--- src/rtl/debounced_updown_counter_if.sv ---
// rtl/debounced_updown_counter_if.sv - push-button inputs and counter outputs of the debounced counter
interface debounced_updown_counter_if #(
  parameter int WIDTH = 8
);
  logic             key_up_in;
  logic             key_down_in;
  logic             key_clr_in;
  logic [WIDTH-1:0] count;
  logic             up_pressed;
  logic             down_pressed;
  logic             at_max;
  logic             at_min;

  modport master (
    output key_up_in, key_down_in, key_clr_in,
    input  count, up_pressed, down_pressed, at_max, at_min
  );

  modport slave (
    input  key_up_in, key_down_in, key_clr_in,
    output count, up_pressed, down_pressed, at_max, at_min
  );
endinterface

--- src/rtl/debounced_updown_counter.sv ---
// rtl/debounced_updown_counter.sv - three debounced push-buttons driving a wrapping or saturating up/down counter
module debounced_updown_counter #(
  parameter int WIDTH         = 8,
  parameter int DEBOUNCE_TIME = 1000,
  parameter int SATURATE      = 0
) (
  input  logic                     clk,
  input  logic                     rst_n,
  debounced_updown_counter_if.slave bus
);
  localparam int               RUN_W    = $clog2(DEBOUNCE_TIME + 1);
  localparam logic [RUN_W-1:0] RUN_LAST = RUN_W'(DEBOUNCE_TIME - 1);
  localparam logic [WIDTH-1:0] CNT_MAX  = '1;

  // Key index: 0 = up, 1 = down, 2 = clear
  logic [2:0]            raw;
  logic [2:0]            sync1_q, sync2_q;
  logic [2:0]            db_q, db_d;
  logic [2:0]            pulse_q, pulse_d;
  logic [2:0][RUN_W-1:0] run_q, run_d;
  logic [WIDTH-1:0]      count_q, count_d;

  assign raw = {bus.key_clr_in, bus.key_down_in, bus.key_up_in};

  always_comb begin
    db_d    = db_q;
    pulse_d = '0;
    run_d   = '0;
    for (int k = 0; k < 3; k++) begin
      if (sync2_q[k] != db_q[k]) begin
        // The DEBOUNCE_TIME-th consecutive differing sample accepts the new level.
        if (run_q[k] == RUN_LAST) begin
          db_d[k]    = sync2_q[k];
          pulse_d[k] = sync2_q[k];
        end else begin
          run_d[k] = run_q[k] + RUN_W'(1);
        end
      end
    end
  end

  always_comb begin
    count_d = count_q;
    if (pulse_q[2]) begin
      count_d = '0;
    end else if (pulse_q[0] && pulse_q[1]) begin
      count_d = count_q;
    end else if (pulse_q[0]) begin
      if (count_q == CNT_MAX) count_d = (SATURATE != 0) ? CNT_MAX : '0;
      else                    count_d = count_q + WIDTH'(1);
    end else if (pulse_q[1]) begin
      if (count_q == '0) count_d = (SATURATE != 0) ? '0 : CNT_MAX;
      else               count_d = count_q - WIDTH'(1);
    end
  end

  always_ff @(posedge clk or negedge rst_n) begin
    if (!rst_n) begin
      sync1_q <= '0;
      sync2_q <= '0;
      db_q    <= '0;
      run_q   <= '0;
      pulse_q <= '0;
      count_q <= '0;
    end else begin
      sync1_q <= raw;
      sync2_q <= sync1_q;
      db_q    <= db_d;
      run_q   <= run_d;
      pulse_q <= pulse_d;
      count_q <= count_d;
    end
  end

  assign bus.count        = count_q;
  assign bus.up_pressed   = pulse_q[0];
  assign bus.down_pressed = pulse_q[1];
  assign bus.at_max       = (count_q == CNT_MAX);
  assign bus.at_min       = (count_q == '0);
endmodule
--- src/flat_wrapper.sv ---
// flat-port wrapper written by rule: the top's interface ports become plain ports
module debounced_updown_counter_flat 
#(
  parameter int WIDTH         = 8,
  parameter int DEBOUNCE_TIME = 1000,
  parameter int SATURATE      = 0
)
  (clk, rst_n, bus_key_up_in, bus_key_down_in, bus_key_clr_in, bus_count, bus_up_pressed, bus_down_pressed, bus_at_max, bus_at_min);
  debounced_updown_counter_if #(.WIDTH(WIDTH)) bus_i ();
  input  logic clk;
  input  logic rst_n;
  input wire logic [$bits(bus_i.key_up_in)-1:0] bus_key_up_in;
  input wire logic [$bits(bus_i.key_down_in)-1:0] bus_key_down_in;
  input wire logic [$bits(bus_i.key_clr_in)-1:0] bus_key_clr_in;
  output wire logic [$bits(bus_i.count)-1:0] bus_count;
  output wire logic [$bits(bus_i.up_pressed)-1:0] bus_up_pressed;
  output wire logic [$bits(bus_i.down_pressed)-1:0] bus_down_pressed;
  output wire logic [$bits(bus_i.at_max)-1:0] bus_at_max;
  output wire logic [$bits(bus_i.at_min)-1:0] bus_at_min;
  assign bus_i.key_up_in = bus_key_up_in;
  assign bus_i.key_down_in = bus_key_down_in;
  assign bus_i.key_clr_in = bus_key_clr_in;
  assign bus_count = bus_i.count;
  assign bus_up_pressed = bus_i.up_pressed;
  assign bus_down_pressed = bus_i.down_pressed;
  assign bus_at_max = bus_i.at_max;
  assign bus_at_min = bus_i.at_min;
  debounced_updown_counter #(.WIDTH(WIDTH), .DEBOUNCE_TIME(DEBOUNCE_TIME), .SATURATE(SATURATE)) u_core (.clk(clk), .rst_n(rst_n), .bus(bus_i));
endmodule
--- config.mk ---
export PLATFORM = sky130hd
export DESIGN_NAME = debounced_updown_counter_flat
export DESIGN_NICKNAME = d
export VERILOG_FILES = /design/src/rtl/debounced_updown_counter_if.sv /design/src/rtl/debounced_updown_counter.sv /design/src/flat_wrapper.sv
export SDC_FILE = /design/constraint.sdc
export NUM_CORES = 1
export LEC_CHECK = 0
export CAP_MARGIN = 20
export CORE_MARGIN = 8
export CORE_UTILIZATION = 58
export CTS_BUF_LIST = sky130_fd_sc_hd__clkbuf_16
export DETAILED_ROUTE_END_ITERATION = 8
export GPL_ROUTABILITY_DRIVEN = 0
export HOLD_SLACK_MARGIN = 0.03
export PLACE_DENSITY = 0.78
export SLEW_MARGIN = 25
export SYNTH_ARGS = -nofsm -noshare
export SYNTH_HDL_FRONTEND = slang
export SYNTH_SLANG_ARGS = --single-unit
--- constraint.sdc ---
create_clock -name clk -period 2.3 [get_ports clk]
set_clock_uncertainty 0.15 [all_clocks]
set_input_delay 0.69 -clock clk [delete_from_list [all_inputs] [get_ports clk]]
set_output_delay 0.69 -clock clk [all_outputs]
set_load 0.02 [all_outputs]
# Yosys cells after proc, flatten, opt, wreduce, memory -nomap -nowiden
# Cells that the tools add are included.
# classes
addsub	5
n_eq_ne	8
n_mux	18
n_reduce_logical	7
# ops
op	n
10-bit 2-to-1 mux	6
8-bit 2-to-1 mux	6
10-bit by 1-bit adder with 10-bit output (second input constant)	3
10-bit == test (second input constant)	3
8-bit by 1-bit adder with 8-bit output (second input constant)	1
8-bit == test (second input constant)	1
8-bit logical NOT	1
2-bit AND reduction	4
8-bit by 1-bit subtractor with 8-bit output (second input constant)	1
1-bit 2-to-1 mux	6
1-bit != test	3
3-bit nonzero test	1
2-bit by 1-bit != test with 1-bit output (second input constant)	1
1-bit logical AND	1
# word_totals
register_bits	50
input_bits	5
out_inout_bits	12
elab_cells	48

# Depth between registers and ports, before layout
# Gate-level depths: netlist of the first run.
# logic_depth
word_depth	6
depth_mapped	7
ltp_nobuf	6

# Worst setup path after synthesis of the first run
# No wires, ideal clock.
# synth_path
path_kind	register -> output
start	register u_core.count_q[0] (netlist: u_core.bus.count[0])
end	output bus_at_max
arrival_time_ps	1279
required_ps	1460
slack_ps	181
path_stages_with_launch	4
n_path_buf	0
cell_sequence	dfrtp_1 ha_1 nand3_1 nor2_1
# synth_via
elab_chain_len	1
# synth_lines
item	line_no	source
start: declaration	debounced_updown_counter.sv:21	logic [WIDTH-1:0] count_q, count_d;
start signal: assignment	debounced_updown_counter.sv:71	count_q <= count_d;
8-bit == test	debounced_updown_counter.sv:78	assign bus.at_max = (count_q == CNT_MAX);
end: declaration	flat_wrapper.sv:18	output wire logic [$bits(bus_i.at_max)-1:0] bus_at_max;
# No other way between the ends.

# Final worst setup path of the first run
# layout_path
start	register u_core.count_q[4] (netlist: u_core.bus.count[4])
end	output bus_at_min
# layout_via
elab_chain_len	1
# layout_lines
item	line_no	source
8-bit logical NOT	debounced_updown_counter.sv:79	assign bus.at_min = (count_q == '0);
end: declaration	flat_wrapper.sv:19	output wire logic [$bits(bus_i.at_min)-1:0] bus_at_min;
# No other way between the ends.

==> results of run 1 <==
==> state kept, by name, indices dropped and copies added (netlist names) <==
name / count
u_core.bus.count: 8
u_core.pulse_q: 3
u_core.sync1_q: 3
u_core.db_q: 3
u_core.run_q: 30
u_core.sync2_q: 3
==> stage by stage <==
stage	hold WS (ns)	TNS, ns	util [%]	cell area [µm²]
4_1_cts	0.198	0	69.7	3020
5_1_grt	0.199	0	69.8	3020
2_1_floorplan	0.181	0	-	2580
3_3_place_gp	0.184	-0.0598	66.8	2890
3_5_place_dp	0.185	-0.0792	66.8	2890
6_report	0.197	0	69.8	3020
==> kinds of logic after synthesis <==
logic type | after synthesis | synth area share (%)
XOR/XNOR | 28 | 9.51
buffers and inverters | 20 | 3.69
adder cells (fa/ha/maj) | 6 | 2.91
flip-flops | 50 | 48.5
multiplexers | 4 | 2.18
AND/OR/NAND/NOR | 123 | 25.2
AO/OA/AOI/OAI | 30 | 7.91
==> synthesized netlist by cell type, types with 2 or more instances <==
| cell | n | share of area [%] |
|---|---|---|
| nand3b_1 | 3 | 0.87 |
| a22o_1 | 2 | 0.68 |
| buf_2 | 4 | 0.78 |
| a21oi_1 | 8 | 1.6 |
| clkbuf_1 | 2 | 0.29 |
| nand4_1 | 5 | 1.2 |
| nor2_1 | 46 | 6.7 |
| dfrtp_1 | 50 | 49 |
| nand2_1 | 24 | 3.5 |
| xor2_1 | 10 | 3.4 |
| nand3_1 | 5 | 0.97 |
| o21ai_0 | 8 | 1.6 |
| inv_1 | 12 | 1.7 |
| xnor2_1 | 18 | 6.1 |
| and2_1 | 3 | 0.73 |
| buf_6 | 2 | 0.87 |
| and3_1 | 5 | 1.2 |
| a211oi_1 | 4 | 1.2 |
| nand3_2 | 3 | 1.2 |
| nor3_1 | 10 | 1.9 |
| or4_4 | 4 | 1.7 |
| mux2_4 | 3 | 1.7 |
| ha_1 | 6 | 2.9 |
| nor2b_1 | 3 | 0.73 |
| nor3b_1 | 3 | 0.87 |
==> power breakdown <==
part	switching [µW]	internal [µW]	leakage (µW)
registers	13.3	898	0.000677
logic	35.6	24.4	0.000641
clock network	280	387	0.0000632
total	329	1310	0.00138
==> area by class of cell <==
cell class	count	area share [%]
clock buffers	5	4.14
repair buffers	34	9.78
clock inverters	1	0.124
inverters	12	1.49
well taps	52	2.15
flip-flops and latches	50	41.4
multi-input cells	191	40.9
==> worst paths after layout <==
check | startpoint | endpoint | slack (ns) | cells after the start
max in group asynchronous | rst_n | u_core.run_q[28] | 1.53 | 2
worst max-delay path | u_core.bus.count[4] | bus_at_min | 0.09 | 4
worst min-delay path | u_core.sync1_q[0] | u_core.sync2_q[0] | 0.20 | 0
worst max register to register | u_core.pulse_q[0] | u_core.bus.count[5] | 0.41 | 6
min in group asynchronous | rst_n | u_core.run_q[2] | 0.22 | 2
worst min register to register | u_core.sync1_q[0] | u_core.sync2_q[0] | 0.20 | 0
==> per-layer routing <==
layer | up-vias | GRT usage [%]
met3 | 4 | 3.90
met4 | 0 | 4.83
li1 | 948 | -
met5 | - | 0
met1 | 924 | 20.9
met2 | 31 | 26.1
==> cells in the final DEF (no fill, tap or decap), drive strengths merged, types with 5 or more instances in the layout <==
cell and count:
nor3 11, ha 6, xor2 10, buf 21, clkbuf 5, nand4 5
clkdlybuf4s50 6, nand3 8, nor2 46, nand2 24, dfrtp 50, a21oi 8
xnor2 18, o21ai 8, and3 6, inv 12
==> timing repair <==
action | 4_1_cts | 5_1_grt
cloned | 0 | 0
pin swaps | 1 | 1
setup buffers | 1 | 0
setup endpoints to repair | 5 | 5
resized for setup | 11 | 5
==> impl_metrics.tcl, run 1 <==
set metrics [dict create \
    status "finished clean" \
    ys_async_sr_fraction_pct 100 \
    die_height_um 82.7 \
    finalCritPeriodShare_pct 96.3 \
    path_class "flop to output port" \
    crit_slowest_cell "dfrtp_1" \
    grt_max_degree 51 \
    rsz0062_at_grt "no" \
    initial_core_util_pct 59.6 \
    drt-met1-wl_um 2240 \
    cts_tree "yes" \
    std_cell_rows 24 \
    clock-sinks 50 \
    synth-edff-count 0 \
    finalPower_uw 1640 \
    finalWorstPathRequiredPeriod_ns 2.21 \
    clockRootBuffer "clkbuf_16" \
    grt_pass1_wl_um 8650 \
    cp_slowest_stage_delay_ns 0.40 \
    seq_area_frac_synth_pct 48.5 \
    pre_cts_ws_ns -0.0720 \
    drc 0 \
    crit_chain "nor4_4 > nand4b_2 > inv_1 > buf_2" \
    hold_viol 0 \
    clk_pin_slew_worst_paths_ns 0.06 \
    synth-warning-count 0 \
    antenna_found_initial 0 \
    clock_latency_ns 0.28 \
    multiInputGateArea_um2 1230 \
    dr_wl_met2_um 2440 \
    synthesis.area_um2 2580 \
    max_freq_ghz 0.451 \
    numCtsBuffers 5 \
    routed_wl_um 4920 \
    dp_hpwl_um 3450 \
    synthFlopType "dfrtp_1" \
    syn_nets 272 \
    synthToLayoutAreaGrowth_pct 17.1 \
    highest_layer "met4" \
    antenna_cells 0 \
    grt_usage_pct 16.1 \
    leakage_uw 0.00138 \
    timing.max_cap.violations 0 \
    cts_max_level 2 \
    fillers 329 \
    viasPerCell 5.53 \
    cts_hold_buffers 0 \
    drt-initial-drc-count 118 \
    drive_gt1_share_pct 15.7 \
    p_per_area_nw_per_um2 543 \
    ir_worst_vdd_mv 0.610 \
    detail_route.first_pass.iterations 4 \
    die_area_um2 6830 \
    worst_pin_slew_ns 0.482 \
    port_buffers 16 \
    ctsLongestPathBuffers 2 \
    final_cell_count_no_fill 345 \
    synthCells 261 \
    worstPathRequired_ns 1.46 \
    setup_ws_ns 0.0851 \
    grt_overflow 0 \
    relSlewSlack_pct 67.9 \
    slew_viol_final 0 \
    final_nets 305 \
    register_area_um2 1250 \
    pin_count 17 \
    arrival_ns 1.37 \
    syn_avg_cell_area_um2 9.88 \
    core_um2 4320 \
    setup_viol_count_final 0 \
    grt_pass1_vias 1898 \
    wire_per_inst_um 14.3 \
    start_kind "flop" \
    crit_buf_inv 2 \
    drtAntennaViolNets 0 \
    min_path_type "flop to flop" \
    ys_ff_latch 50 \
    wl_met3_um 197 \
    yosysUniqueCellTypes 43 \
    crit_fanout 2 \
    chipWidth_um 82.7 \
    end_kind "output port" \
    num_vias 1907 \
    path_delay_family "simple AND/OR/NAND/NOR gates" \
    post-place-cells 338 \
]
(Power assumes the default switching activity.)
==> run 2, diff against run 1 <==
--- a/config.mk
+++ b/config.mk
@@ -9,6 +9,7 @@
 export CORE_MARGIN = 8
 export CORE_UTILIZATION = 58
 export CTS_BUF_LIST = sky130_fd_sc_hd__clkbuf_16
+export CTS_CLUSTER_DIAMETER = 120
 export DETAILED_ROUTE_END_ITERATION = 8
 export GPL_ROUTABILITY_DRIVEN = 0
 export HOLD_SLACK_MARGIN = 0.03
==> results of run 2 <==
The final DEF is identical to that of run 1; final timing and power are the same.
==> run 3, diff against run 2 <==
==> constraint.sdc (replaced) <==
create_clock -name clk -period 2.1 [get_ports clk]
set_clock_uncertainty 0.15 [all_clocks]
set_input_delay 0.63 -clock clk [delete_from_list [all_inputs] [get_ports clk]]
set_output_delay 0.63 -clock clk [all_outputs]
set_load 0.02 [all_outputs]
==> impl_metrics.tcl, run 3 (synthesis results as in run 1) <==
set metrics [dict create \
    cts_max_level 2 \
    max_freq_ghz 0.455 \
    grt_max_degree 51 \
    cts_hold_buffers 0 \
    drc 0 \
    dp_hpwl_um 3730 \
    pin_count 17 \
    cp_slowest_stage_delay_ns 0.43 \
    p_per_area_nw_per_um2 588 \
    crit_buf_inv 2 \
    ir_worst_vdd_mv 0.648 \
    arrival_ns 1.42 \
    final_core_util_pct 71.1 \
    detail_route.first_pass.iterations 4 \
    routed_wl_um 5230 \
    wire_per_inst_um 14.9 \
    chipWidth_um 82.7 \
    viasPerCell 5.68 \
    min_path_type "input port to async pin" \
    crit_fanout 3 \
    mostFrequentLayoutCell "dfrtp_1" \
    finalWorstPathRequiredPeriod_ns 2.20 \
    relSlewSlack_pct 72.8 \
    initial_core_util_pct 59.6 \
    rsz0062_at_grt "yes" \
    antenna_cells 0 \
    leakage_uw 0.00140 \
    grt_pass1_wl_um 8880 \
    layout_common_cells "dfrtp_1, nor2_1, nand2_1" \
    end_kind "output port" \
    num_vias 2000 \
    setup_ws_ns -0.0955 \
    timing.max_cap.violations 0 \
    grt_usage_pct 16.5 \
    slew_viol_final 0 \
    die_area_um2 6830 \
    worstPathRequired_ns 1.32 \
    drive_gt1_share_pct 18.3 \
    hold_viol 0 \
    fillers 328 \
    grt_overflow 0 \
    fin_area_um2 3080 \
    drt-initial-drc-count 110 \
    crit_chain "nor4_4 > nand4b_2 > inv_2 > buf_6" \
    multiInputGateArea_um2 1240 \
    start_kind "flop" \
    antenna_found_initial 0 \
    path_delay_family "simple AND/OR/NAND/NOR gates" \
    worst_pin_slew_ns 0.405 \
    status "finished, violations left" \
    clockRootBuffer "clkbuf_16" \
    violations "negative setup slack" \
    core_um2 4320 \
    die_height_um 82.7 \
    port_buffers 16 \
    clock-sinks 50 \
    clock_latency_ns 0.28 \
    numCtsBuffers 5 \
    clk_pin_slew_worst_paths_ns 0.06 \
    drtAntennaViolNets 0 \
    final_nets 311 \
    holdWs_ns 0.167 \
    largest_reg_flops 30 \
    place_area_um2 2920 \
    crit_slowest_cell "dfrtp_1" \
    cts_tree "yes" \
    setup_viol_count_final 1 \
    path_class "flop to output port" \
    register_area_um2 1250 \
    grt_pass1_vias 2008 \
    std_cell_rows 24 \
    finalCritPeriodShare_pct 105 \
    top_register "u_core.run_q" \
    synthToLayoutAreaGrowth_pct 19.3 \
    ctsLongestPathBuffers 2 \
]
run 3: changes by cell type in the layout (fill, tap and decap cells not counted), moves of 2 or more:
cell,before,now
buf_2,3,1
buf_4,17,22
buf_6,0,3
clkdlybuf4s50_1,6,3
dlygate4sd2_1,4,10
dlymetal6s2s_1,3,0
run 3: layer usage:
layer / global-route usage, % / wire length, µm
met3: 3.90 / 274
met1: 20.7 / 2290
met4: 7.41 / 68
met2: 26.4 / 2590
met5: 0 / 0
run 3: worst paths after layout:
kind | cells past startpoint | to | start | slack, ns
max | 4 | bus_at_min | u_core.bus.count[3] | -0.1
min in group clk | 0 | u_core.sync2_q[2] | u_core.sync1_q[2] | 0.20
max in group asynchronous | 2 | u_core.run_q[20] | rst_n | 1.40
min reg2reg | 0 | u_core.sync2_q[2] | u_core.sync1_q[2] | 0.20
min | 2 | u_core.run_q[12] | rst_n | 0.17
max reg2reg | 7 | u_core.bus.count[7] | u_core.bus.count[3] | 0.16
run 3: metrics by stage:
stage	TNS, ns	cells	total power (µW)	setup slack [ns]
after detailed placement	-0.380	342	1080	-0.235
after global routing	-0.166	352	1880	-0.154
after floorplan	0	261	1040	0.0411
after global placement	-0.320	342	1080	-0.201
final	-0.0955	352	1810	-0.0955
after CTS	-0.106	351	1840	-0.106
run 3: cell type report:
class                   count  area share, %
clock buffers               5           4.07
clock inverters             2          0.366
inverters                  12           1.46
multi-input cells         191           40.2
flip-flops and latches     50           40.7
well taps                  52           2.12
repair buffers             40           11.1
run 3: power by group:
| part | leakage (µW) | internal [µW] | switching [µW] | total, µW |
|---|---|---|---|---|
| Combinational | 0.000652 | 27.1 | 39.9 | 67.0 |
| Clock | 0.0000671 | 430 | 315 | 745 |
| Sequential | 0.000677 | 983 | 13.9 | 997 |
| Total | 0.00140 | 1440 | 369 | 1810 |
run 3: what timing repair did:
item	CTS	global route
pin swaps	1	1
gates resized for setup	20	6
setup buffers	2	1
endpoints found under the setup margin	12	2
